==> config.mk <==
export PLATFORM = sky130hd
export DESIGN_NAME = bin_to_bcd_seq
export DESIGN_NICKNAME = d
export VERILOG_FILES = /design/src/rtl/bin_to_bcd_seq.sv
export SDC_FILE = /design/constraint.sdc
export NUM_CORES = 1
export LEC_CHECK = 0
export CAP_MARGIN = 10
export CORE_MARGIN = 2
export CORE_UTILIZATION = 47
export DETAILED_ROUTE_END_ITERATION = 8
export GPL_TIMING_DRIVEN = 0
export PLACE_DENSITY_LB_ADDON = 0.1
export SLEW_MARGIN = 20
export SYNTH_ARGS = -nofsm -noshare
export SYNTH_HDL_FRONTEND = slang
export SYNTH_SLANG_ARGS = --single-unit
==> constraint.sdc <==
create_clock -name clk -period 1.3 [get_ports clk]
set_input_delay 0.195 -clock clk [delete_from_list [all_inputs] [get_ports clk]]
set_output_delay 0.195 -clock clk [all_outputs]
set_load 0.02 [all_outputs]
==> src/rtl/bin_to_bcd_seq.sv <==
// bin_to_bcd_seq: double-dabble binary-to-BCD converter, one bit per clock,
// with start/done handshake, out-of-range detection and registered outputs.
module bin_to_bcd_seq #(
    parameter int BIN_WIDTH = 6,
    parameter int DIGITS    = 2
) (
    input  logic                  clk,
    input  logic                  rst_n,
    input  logic                  start,
    input  logic [BIN_WIDTH-1:0]  bin,
    output logic                  busy,
    output logic                  done,
    output logic [4*DIGITS-1:0]   bcd,
    output logic                  overflow
);
    localparam int SW = 4 * DIGITS;
    localparam int CW = $clog2(BIN_WIDTH + 1);

    function automatic logic [63:0] pow10(input int n);
        logic [63:0] p;
        p = 64'd1;
        for (int i = 0; i < n; i++) p = p * 64'd10;
        return p;
    endfunction

    localparam logic [63:0] LIMIT = pow10(DIGITS);

    typedef enum logic [1:0] {IDLE, SHIFT, DONE} state_t;

    state_t                  state_q, state_d;
    logic [BIN_WIDTH-1:0]    shift_q, shift_d;
    logic [SW-1:0]           scratch_q, scratch_d, corr;
    logic [CW-1:0]           cnt_q, cnt_d;
    logic [SW-1:0]           bcd_q, bcd_d;
    logic                    ovf_flag_q, ovf_flag_d;
    logic                    busy_q, busy_d;
    logic                    done_q, done_d;
    logic                    overflow_q, overflow_d;
    logic [SW+BIN_WIDTH-1:0] shifted;
    logic                    accept, in_shift, last;

    always_comb begin
        corr = scratch_q;
        for (int k = 0; k < DIGITS; k++)
            corr[4*k +: 4] = (scratch_q[4*k +: 4] >= 4'd5) ? scratch_q[4*k +: 4] + 4'd3
                                                            : scratch_q[4*k +: 4];
        shifted    = {corr, shift_q} << 1;
        in_shift   = state_q == SHIFT;
        accept     = start && !in_shift;
        last       = in_shift && (cnt_q == CW'(1));
        state_d    = accept ? SHIFT : last ? DONE : in_shift ? SHIFT : IDLE;
        shift_d    = accept ? bin : in_shift ? shifted[BIN_WIDTH-1:0] : shift_q;
        scratch_d  = accept ? '0 : in_shift ? shifted[SW+BIN_WIDTH-1:BIN_WIDTH] : scratch_q;
        cnt_d      = accept ? CW'(BIN_WIDTH) : in_shift ? cnt_q - CW'(1) : cnt_q;
        ovf_flag_d = accept ? ({{(64-BIN_WIDTH){1'b0}}, bin} >= LIMIT) : ovf_flag_q;
        busy_d     = state_d == SHIFT;
        done_d     = last;
        // out-of-range values show as all-ones digits so the display blanks them
        bcd_d      = last ? (ovf_flag_q ? '1 : shifted[SW+BIN_WIDTH-1:BIN_WIDTH]) : bcd_q;
        overflow_d = last ? ovf_flag_q : overflow_q;
    end

    always_ff @(posedge clk) begin
        if (!rst_n) begin
            state_q    <= IDLE;
            shift_q    <= '0;
            scratch_q  <= '0;
            cnt_q      <= '0;
            bcd_q      <= '0;
            ovf_flag_q <= 1'b0;
            busy_q     <= 1'b0;
            done_q     <= 1'b0;
            overflow_q <= 1'b0;
        end else begin
            state_q    <= state_d;
            shift_q    <= shift_d;
            scratch_q  <= scratch_d;
            cnt_q      <= cnt_d;
            bcd_q      <= bcd_d;
            ovf_flag_q <= ovf_flag_d;
            busy_q     <= busy_d;
            done_q     <= done_d;
            overflow_q <= overflow_d;
        end
    end

    assign busy     = busy_q;
    assign done     = done_q;
    assign bcd      = bcd_q;
    assign overflow = overflow_q;
endmodule

After elaboration in Yosys (flattened, before gate mapping)
Index checks and enable logic that the tools add are counted.
{"block": "op_classes", "muxes": 9, "n_mul": 0, "n_eq_ne": 3, "reduce_logical": 5, "addsub": 3, "n_div": 0, "shift": 0, "order_cmp": 2, "n_bitwise": 1}
{"operator": "6-bit two-way mux", "count": 2}
{"operator": "3-bit two-way mux", "count": 3}
{"operator": "4-bit by 3-bit greater-or-equal comparator with 1-bit output (second input constant)", "count": 2}
{"operator": "4-bit by 2-bit adder with 4-bit output (second input constant)", "count": 1}
{"operator": "2-bit by 1-bit equality test with 1-bit output (second input constant)", "count": 2}
{"operator": "2-bit two-way mux", "count": 2}
{"operator": "4-bit two-way mux", "count": 1}
{"operator": "3-bit by 2-bit adder with 3-bit output (second input constant)", "count": 1}
{"operator": "3-bit by 1-bit equality test with 1-bit output (second input constant)", "count": 1}
{"operator": "3-bit by 1-bit subtractor with 3-bit output (second input constant)", "count": 1}
{"operator": "1-bit logical AND", "count": 2}
{"operator": "2-bit nonzero test", "count": 1}
{"operator": "2-bit OR reduction", "count": 1}
{"operator": "1-bit zero test", "count": 1}
{"operator": "1-bit two-way mux", "count": 1}
{"operator": "1-bit NOT", "count": 1}
{"block": "word_totals", "reg_bits": 29, "output_inout_bits": 11, "input_bits": 9, "wordCells": 31, "ramBits": 0, "latchBits": 0, "memories": 0, "romBits": 0}

Longest topological paths before layout
{"block": "depth", "depth_word": 5, "depth_mapped": 6, "mapped_depth_nobuf": 6}

Least setup slack after synthesis
Ideal clock, no wire load.
{"block": "synth_timing", "path_kind": "register to register", "from": "register busy (netlist name)", "to": "register bcd_q[0] (netlist: bcd[0])", "stages_incl_launch_ff": 7, "period_less_slack_ps": 1372, "setup_slack_ps": -72, "arrival_ps": 1255, "setup_time_ps": 117, "required_time_ps": 1183, "path_buffers": 2, "cell_sequence": "dfxtp_1 -> nand2b_4 -> buf_6 -> nor3b_2 -> nor2b_1 -> buf_6 -> a22o_1"}
{"element": "end signal, assigned", "line_no": "69", "text": "bcd_q <= '0;"}
{"element": "end signal, assigned", "line_no": "79", "text": "bcd_q <= bcd_d;"}
{"element": "end, declared", "line_no": "34", "text": "logic [SW-1:0] bcd_q, bcd_d;"}

Worst setup path in the final report
{"block": "layout_timing", "from": "register scratch_q[1]", "to": "register bcd_q[1] (netlist: bcd[1])"}
{"block": "layout_between", "elab_chain_len": 2}
{"element": "start, declared", "line_no": "32", "text": "logic [SW-1:0] scratch_q, scratch_d, corr;"}
{"element": "start signal, assigned", "line_no": "77", "text": "scratch_q <= scratch_d;"}
{"element": "4-bit by 3-bit greater-or-equal comparator with 1-bit output", "line_no": "45", "text": "corr[4*k +: 4] = (scratch_q[4*k +: 4] >= 4'd5) ? scratch_q[4*k +: 4] + 4'd3"}
{"element": "4-bit two-way mux", "line_no": "45"}
No other way between the ends.
A chain may end at the register's enable or synchronous reset.

==> results.json <==
{
  "synth_area_leader_cell": "dfxtp_1",
  "syn_area_per_cell_sq_um": 9.819,
  "place_ws_ns": -0.3347,
  "cts_sinks": 28,
  "gr-usage-met1_pct": 23.82,
  "synth_nets": 146,
  "drive_above_1_share_pct": 34.15,
  "grt_use_met3_pct": 2.074,
  "rsz0062_at_grt": "yes",
  "antenna_left": 0,
  "min_period_over_period_pct": 102.7,
  "wl_microns": 2839,
  "leakagePower_nw": 0.7882,
  "ys_ff_latch": 28,
  "cts_inserted_buffers": 3,
  "antenna_found_initial": 0,
  "top_usage_layer": "met2",
  "grt_max_degree": 15,
  "synth_commonest_cells": "dfxtp_1, nand2_1, a22o_1",
  "overflow": 0,
  "async_reset_ff_share_pct": 0,
  "setup_violations": 4,
  "die_x_microns": 56.32,
  "io_buffers": 18,
  "worst_ep_arrival_time_ns": 1.58,
  "syn2layout_area_growth_pct": 36.77,
  "fmax_mhz": 748.9,
  "setup_ws_ns": -0.03537,
  "start_util_pct": 50.54,
  "routedWlPerCell_microns": 14.63,
  "synth.most_common_cell": "dfxtp_1",
  "die_h_microns": 56.32,
  "insertedDiodeCount": 0,
  "cts.path.max_buffers": 2,
  "path_class": "reg -> reg",
  "vias_per_cell": 5.474,
  "first_iter_violations": 11,
  "ys_top_cells_by_area": "dfxtp_1, mux2i_1, a22o_1",
  "grt_pass1_wl_microns": 4609,
  "drc": 0,
  "yosys_warnings": 0,
  "start_kind": "register",
  "drt_pass1_iterations": 4,
  "yosysUniqueCellTypes": 34,
  "seq_area_frac_synth_pct": 43.58,
  "hp-class": "reg -> reg",
  "clock_skew_ns": 0.004477,
  "cap_violations": 0,
  "period_needed_ns": 1.335,
  "hpwl_microns": 1786,
  "postSynthCellCount": 131,
  "failed_checks": "negative setup slack",
  "syn_area_sq_um": 1286,
  "grt_pass1_vias": 1000,
  "cts_root_buf": "clkbuf_4",
  "synth_edf_count": 0,
  "htreeDepth": 1,
  "synth_top_area_share_pct": 43.58,
  "fp-row-count": 18,
  "path_clk_slew_ns": 0.15,
  "fp.coreArea_sq_um": 2545,
  "nets": 181,
  "crit_path_max_fanout": 3,
  "ir_drop_v": 0.0006407,
  "cts_tree": "built",
  "slew_violations": 0,
  "setup-tns-final_ns": -0.09682,
  "status": "complete, but fails checks",
  "ys.flop_type": "dfxtp_1",
  "power_density_nw_per_um2": 859.9,
  "gp_routability_congestion": 0.7921,
  "vias": 1062,
  "clock_latency_ns": 0.33,
  "track_usage_pct": 18.35,
  "crit_path_end_kind": "register",
  "met2_usage_pct": 31.09,
  "cp.required_ns": 1.55,
  "hold_violations": 0,
  "die_area_sq_um": 3171,
  "io_pins": 20
}
==> flip-flops by register name, summed over array words and instances (netlist names) <==
| register | flops |
|---|---|
| bcd | 8 |
| state_q | 1 |
| busy | 1 |
| scratch_q | 8 |
| shift_q | 6 |
| done | 1 |
| cnt_q | 3 |
==> per-layer routing <==
layer | vias up | wire (microns) | part of all wire, %
li1 | 529 | - | -
met1 | 509 | 1336 | 47
met2 | 18 | 1371 | 48
met3 | 6 | 77 | 2.7
met4 | 0 | 53 | 1.9
met5 | - | 0 | 0
==> per-stage QoR <==
| stage | total power, mW | cells | cell area (sq um) | utilization (%) | hold WS, ns |
|---|---|---|---|---|---|
| 4_1_cts | 1.471 | 187 | 1659 | 65.19 | 0.4717 |
| 5_1_grt | 1.576 | 194 | 1759 | 69.12 | 0.4959 |
| 3_3_place_gp | 1.116 | 179 | 1509 | 59.29 | 0.4444 |
| 6_report | 1.513 | 194 | 1759 | 69.12 | 0.4730 |
| 2_1_floorplan | 1.056 | 131 | 1291 | - | 0.3577 |
| 3_5_place_dp | 1.124 | 179 | 1509 | 59.29 | 0.4480 |
==> repair_timing <==
item                       CTS  global route
hold endpoints to repair     0             0
setup endpoints to repair   21            21
hold buffers                 0             0
pin swaps                    7             4
resized for setup           37            21
gates cloned                 1             0
setup buffers                5             7
==> path summary, 6_finish.rpt <==
| check | startpoint | to | slack [ns] | cells after the start |
|---|---|---|---|---|
| max | scratch_q[1] | bcd[1] | -0.04 | 7 |
| min reg2reg | bcd[7] | bcd[7] | 0.47 | 1 |
| min | bcd[7] | bcd[7] | 0.47 | 1 |
| max reg2reg | scratch_q[1] | bcd[1] | -0.04 | 7 |
==> layout make-up <==
class | count | area, sq um
fill | 208 | 785.8
multi-input combinational | 87 | 778.2
sequential | 28 | 576.8
timing repair buffer | 31 | 265.3
buffer | 7 | 46.29
tap | 30 | 37.54
inverter | 8 | 32.53
clock buffer | 3 | 22.52
==> critical path: stages (launching register included) <==
cell and delay (ns):
dfxtp_2 0.37, inv_2 0.06, ha_4 0.15, nand2b_4 0.14, a21oi_4 0.13, buf_4 0.13
xnor2_2 0.07, a22o_1 0.19
==> report_power, final <==
| part | switching [mW] | internal, mW |
|---|---|---|
| Combinational | 0.114 | 0.121 |
| Sequential | 0.0240 | 0.887 |
| Clock | 0.258 | 0.109 |
==> placed cells by master, fill, tap and decap left out, types with 4 or more instances in the layout <==
cell,count
dfxtp_2,7
a22o_1,9
dfxtp_1,19
ha_4,5
dlygate4sd2_1,10
clkdlybuf4s50_1,8
buf_4,15
inv_2,4
nand2_1,9
nor3b_1,4
mux2i_1,7
o211a_1,5
==> kinds of logic after synthesis <==
group,share of synthesized area [%]
and+or+nand+nor,16.93
AOI/OAI and AO/OA,19.36
DFF,43.58
buffers and inverters,6.420
muxes,6.226
adders and majority gates,5.836
xor gates and xnor gates,1.362
other,0.2915
No activity file was read; power rests on OpenSTA's default activity.
==> patch 1, RTL diff (config.mk and constraints unchanged) <==
The parameter `BIN_WIDTH` goes from 6 to 4.
--- a/src/rtl/bin_to_bcd_seq.sv
+++ b/src/rtl/bin_to_bcd_seq.sv
@@ -3,3 +3,3 @@
 module bin_to_bcd_seq #(
-    parameter int BIN_WIDTH = 6,
+    parameter int BIN_WIDTH = 4,
     parameter int DIGITS    = 2
Interface: changed (resized bin); port bits go from 20 to 18. No check against the original RTL was run, so the function may have changed too.
==> patch 1 against the unedited design <==
- the flow still finishes with violations (setup timing)
- wire length decreased by 10%
- global-route usage increased by 0.14 points
- sequential cell count decreased by 2
- total power decreased by 5.1%
- setup slack got worse by 0.033 ns
- area after synthesis decreased by 6.4%
- via count decreased by 14%
- final area decreased by 9.9%
- fmax decreased by 2.4%
- largest power group unchanged
==> patch 1: results (changes against the unedited design) <==
----------------------------------------------------
[Routing]
  Pre-Repair DR Iteration Count ... 4 (unchanged)
  Number of vias per cell ... 5.19 (-5.3%)
  Iteration-0 DRC Markers ... 17 (+6)
  Routed length per placed instance ... 14.4 um (-1.4%)

[Global routing]
  Vias in the first global route ... 789 (-21%)
  Wire length of the first global-routing pass ... 3820 um (-17%)
  Overall overflow remaining after global route ... 0 (unchanged)
  Pin count of the biggest net entering global routing ... 15 (unchanged)
  GRT Total Usage ... 18.5% (+0.14 points)

[Yosys]
  Number of distinct library cell variants in the gate-level netlist after synthesis ... 37 (+8.8%)
  Xor and xnor area share after synthesis ... 1.46% (+0.093 points)
  Synthesized Nets ... 136 (-6.8%)
  Adder and majority cell fraction of the synthesized area ... 6.24% (+0.40 points)
  Synth Area in Compound Gates ... 19.5% (+0.18 points)
  Sequential fraction of the synthesis area ... 43.2% (-0.34 points)
  Most frequent cells after synthesis ... 26 x sky130_fd_sc_hd__dfxtp_1, 9 x sky130_fd_sc_hd__a22o_1, 7 x sky130_fd_sc_hd__inv_1
  Multiplexer area fraction after synthesis ... 4.99% (-1.2 points)
  Cell types with the largest area share after synthesis ... sky130_fd_sc_hd__dfxtp_1 43%, sky130_fd_sc_hd__a22o_1 6.5%, sky130_fd_sc_hd__ha_1 6.2%
  Post-synth EDFFs ... 0 (unchanged)

[Clock tree]
  H-tree depth reported by CTS ... 1 (unchanged)
  CTS clock-pin slew for the worst setup and hold paths ... 0.15 ns (about the same)

[Pwr]
  Static power due to leakage ... 0.675 nW (-14%)
  Power Internal ... 1.08 mW (-3.7%)
  Reported sequential group power ... 0.841 mW (-7.7%)
  Clock network power ... 0.412 mW (+12%)
  Highest ir drop seen on vdd ... 0.000636 V (-0.72%)

[Outcome]
  Failing checks ... setup timing
  Outcome ... complete, but fails checks

[Hold path]
  Hold Path Class ... in2reg
  Worst hold stages ... 3 (+2)
  Hold Path Origin ... rst_n
  Worst min-delay path endpoint ... scratch_q[4]$_SDFFE_PP0P_

[Worst setup path]
  Signal arrival time at the worst endpoint ... 1.65 ns (+0.07 ns)
  R2R cell count ... 6 (-1)
  R2R Path Start ... scratch_q[5]$_SDFFE_PP0P_
  End of the worst register-to-register path ... scratch_q[6]$_SDFFE_PP0P_

[Timing]
  Worst Setup Slack, final ... -0.0681 ns (-0.0327 ns)
  Final Skew ... 0.00945 ns (+0.00497 ns)
  Setup-failing EPs final ... 5 (+1)
  Post-Route Setup TNS ... -0.199 ns (-0.103 ns)

[Layout]
  Fill cell instance count of the final layout ... 209 (+0.48%)
  Post-layout net count ... 161 (-11%)
  Count of antenna diodes in the layout ... 0 (unchanged)
  Fraction of layout cells with a size suffix above 1 ... 30.6% (-3.5 points)

[Placement]
  Final weighted congestion in routability-driven placement ... 0.776 (-2.0%)
  HPWL after detailed placement ... 1750 um (-1.9%)
  Quantity of I/O buffers inserted on ports ... 15 (-3)

----------------------------------------------------
==> patch 1: cell count changes in the layout (fill, tap and decap cells not counted), sizes merged, moves of 2 or more <==
cell / change
buf: -7
clkdlybuf4s50: -3
dfxtp: -2
mux2i: -2
nand2: -4
nor3: +2
o211a: -2
==> patch 1: routing by layer <==
| layer | wire [um] | track usage, % |
|---|---|---|
| met1 | 1220 | 25.5 |
| met2 | 1260 | 28.8 |
| met3 | 76 | 2.73 |
| met4 | 0 | 7.50 |
| met5 | 0 | 0 |
==> patch 1: through the flow <==
step                power [mW]  worst slack, ns  cells  instance area, sq um  hold WS (ns)
CTS                       1.43          -0.0662    176                  1540         0.167
finish                    1.44          -0.0681    177                  1590         0.183
floorplan                0.971           0.0154    123                  1200         0.358
global placement          1.02           -0.164    168                  1390         0.445
global route              1.50           -0.126    177                  1590         0.180
detailed placement        1.02           -0.204    168                  1390         0.446
==> patch 1: worst max path at each step <==
stage               slack [ns]                 startpoint                        end
CTS                      -0.07  scratch_q[1]$_SDFFE_PP0P_  scratch_q[2]$_SDFFE_PP0P_
finish                   -0.07  scratch_q[5]$_SDFFE_PP0P_  scratch_q[6]$_SDFFE_PP0P_
global route             -0.13  scratch_q[0]$_SDFFE_PP0P_  scratch_q[2]$_SDFFE_PP0P_
detailed placement       -0.20                      start    shift_q[2]$_SDFFE_PN0P_
floorplan                 0.02  scratch_q[1]$_SDFFE_PP0P_  scratch_q[2]$_SDFFE_PP0P_
global placement         -0.16                      start    shift_q[1]$_SDFFE_PN0P_
==> patch 1: what timing repair did <==
| action | CTS | global route |
|---|---|---|
| setup endpoints to repair | 20 | 14 |
| pin swaps | 5 | 5 |
| gates resized for setup | 34 | 15 |
| setup buffers | 4 | 0 |
| cloned | 0 | 1 |
==> patch 1: layout make-up <==
class                           instances  area (sq um)  area share [%]
Sequential cell                        26           538            33.9
Multi-Input combinational cell         82           722            45.5
Tap cell                               30          37.5            2.37
Timing Repair Buffer                   20           174            11.0
Buffer                                  7          42.5            2.68
Clock buffer                            4          36.3            2.29
Inverter                                8          35.0            2.21
==> patch 1: kinds of logic after synthesis <==
| group | Yosys count |
|---|---|
| AOI/OAI and AO/OA | 30 |
| xor gates and xnor gates | 2 |
| adders and majority gates | 6 |
| buffers and inverters | 15 |
| DFF | 26 |
| muxes | 6 |
| other | 1 |
| and+or+nand+nor | 37 |
==> patch 1: worst max-delay path, cell delays in order (launching register included) <==
cell	delay, ns
sky130_fd_sc_hd__dfxtp_2	0.38
sky130_fd_sc_hd__inv_4	0.05
sky130_fd_sc_hd__ha_4	0.15
sky130_fd_sc_hd__nand2b_4	0.14
sky130_fd_sc_hd__a21oi_4	0.18
sky130_fd_sc_hd__mux2i_2	0.27
sky130_fd_sc_hd__a22o_1	0.17
==> patch 2, RTL diff (same settings) <==
Made on the original files. Register the output `bcd` once more, with the module's reset; this adds one clock of latency there. The other outputs are not delayed to match.
--- a/src/rtl/bin_to_bcd_seq.sv
+++ b/src/rtl/bin_to_bcd_seq.sv
@@ -88,3 +88,9 @@
     assign done     = done_q;
-    assign bcd      = bcd_q;
+    always_ff @(posedge clk) begin
+        if (!rst_n) begin
+            bcd <= '0;
+        end else begin
+            bcd <= bcd_q;
+        end
+    end
     assign overflow = overflow_q;
Function: changed (Yosys sat finds a counterexample within 10 cycles, from zero or initial values and one cycle with rst_n low).
==> patch 2 against the unedited design <==
- the flow still finishes with violations (setup timing)
- sequential cell count up 8
- final area increased by 15%
- global-route usage down 0.60 points
- clock power up 110%
- total power rose by 44%
- area after synthesis is 17% higher
- fmax grew 0.36%
- wire length grew 10%
- final cell count is 17% higher
- critical path depth fell by 1
- via count increased by 8.5%
- setup slack improved by 0.0048 ns
==> patch 2: results (changes against the unedited design) <==
----------------------------------------------------
[Yosys]
  Most frequent cells after synthesis ... 36 x sky130_fd_sc_hd__dfxtp_1, 10 x sky130_fd_sc_hd__nand2_1, 9 x sky130_fd_sc_hd__a22o_1, 9 x sky130_fd_sc_hd__and2_1, 8 x sky130_fd_sc_hd__mux2i_1
  Xor and xnor area share after synthesis ... 1.16% (-0.20 points)
  Cell types with the largest area share after synthesis ... sky130_fd_sc_hd__dfxtp_1 48%, sky130_fd_sc_hd__mux2i_1 5.3%, sky130_fd_sc_hd__a22o_1 5.2%
  Synthesized Nets ... 163 (+12%)
  Adder and majority cell fraction of the synthesized area ... 4.99% (-0.84 points)

[Global routing]
  Met3 routing resource usage after global routing ... 5.33% (+3.3 points)
  Routing usage on met2 ... 30.4% (-0.68 points)
  Vias in the first global route ... 1035 (+3.5%)

[Outcome]
  Outcome ... complete, but fails checks
  Failing checks ... setup timing

[Layout]
  Multi-input gate area in the final layout ... 825 sq um (+5.9%)
  Number of combinational gates with multiple inputs ... 95 (+9.2%)
  Post-route cell area ... 2020 sq um (+15%)
  Fraction of area in registers ... 36.4% (+3.6 points)
  Non-clock buffer share ... 14.6% (-3.2 points)

[Placement]
  Cell area reported after detailed placement ... 1740 sq um (+15%)
  Worst-case setup slack after placement ... -0.366 ns (-0.0308 ns)

[Timing]
  Post-Route Setup TNS ... -0.103 ns (-0.00617 ns)
  Setup-failing EPs final ... 5 (+1)
  Worst Setup Slack, final ... -0.0306 ns (+0.00482 ns)

[Pwr]
  Power Internal ... 1.65 mW (+48%)
  Highest ir drop seen on vdd ... 0.000668 V (+4.2%)
  Reported sequential group power ... 1.16 mW (+27%)

[Routing]
  Routed length per placed instance ... 13.8 um (-5.8%)
  Total wire length ... 3130 um (+10%)
  Iteration-0 DRC Markers ... 27 (+16)
  Pre-Repair DR Iteration Count ... 6 (+2)

[Hold path]
  Worst min-delay path endpoint ... bcd_q[3]$_SDFFE_PN0P_
  Hold Path Origin ... bcd_q[3]$_SDFFE_PN0P_

[Worst setup path]
  Signal arrival time at the worst endpoint ... 1.62 ns (+0.04 ns)

----------------------------------------------------
-- patch 2: cell count changes after synthesis --
| cell | change |
|---|---|
| sky130_fd_sc_hd__a21oi_1 | -1 |
| sky130_fd_sc_hd__dfxtp_1 | +8 |
| sky130_fd_sc_hd__clkbuf_1 | +1 |
| sky130_fd_sc_hd__a21oi_2 | +1 |
| sky130_fd_sc_hd__and2_1 | +8 |
-- patch 2: timing repair --
action / 4_1_cts / 5_1_grt
pin swaps: 5 / 5
hold buffers: 0 / 0
setup endpoints to repair: 23 / 20
resized for setup: 35 / 24
cloned: 1 / 0
setup buffers: 2 / 7
-- patch 2: per-layer routing --
layer | vias to the layer above | routed length, um
met1 | 539 | 1430
li1 | 580 | -
met5 | - | 0
met4 | 0 | 60
met3 | 7 | 126
met2 | 26 | 1510
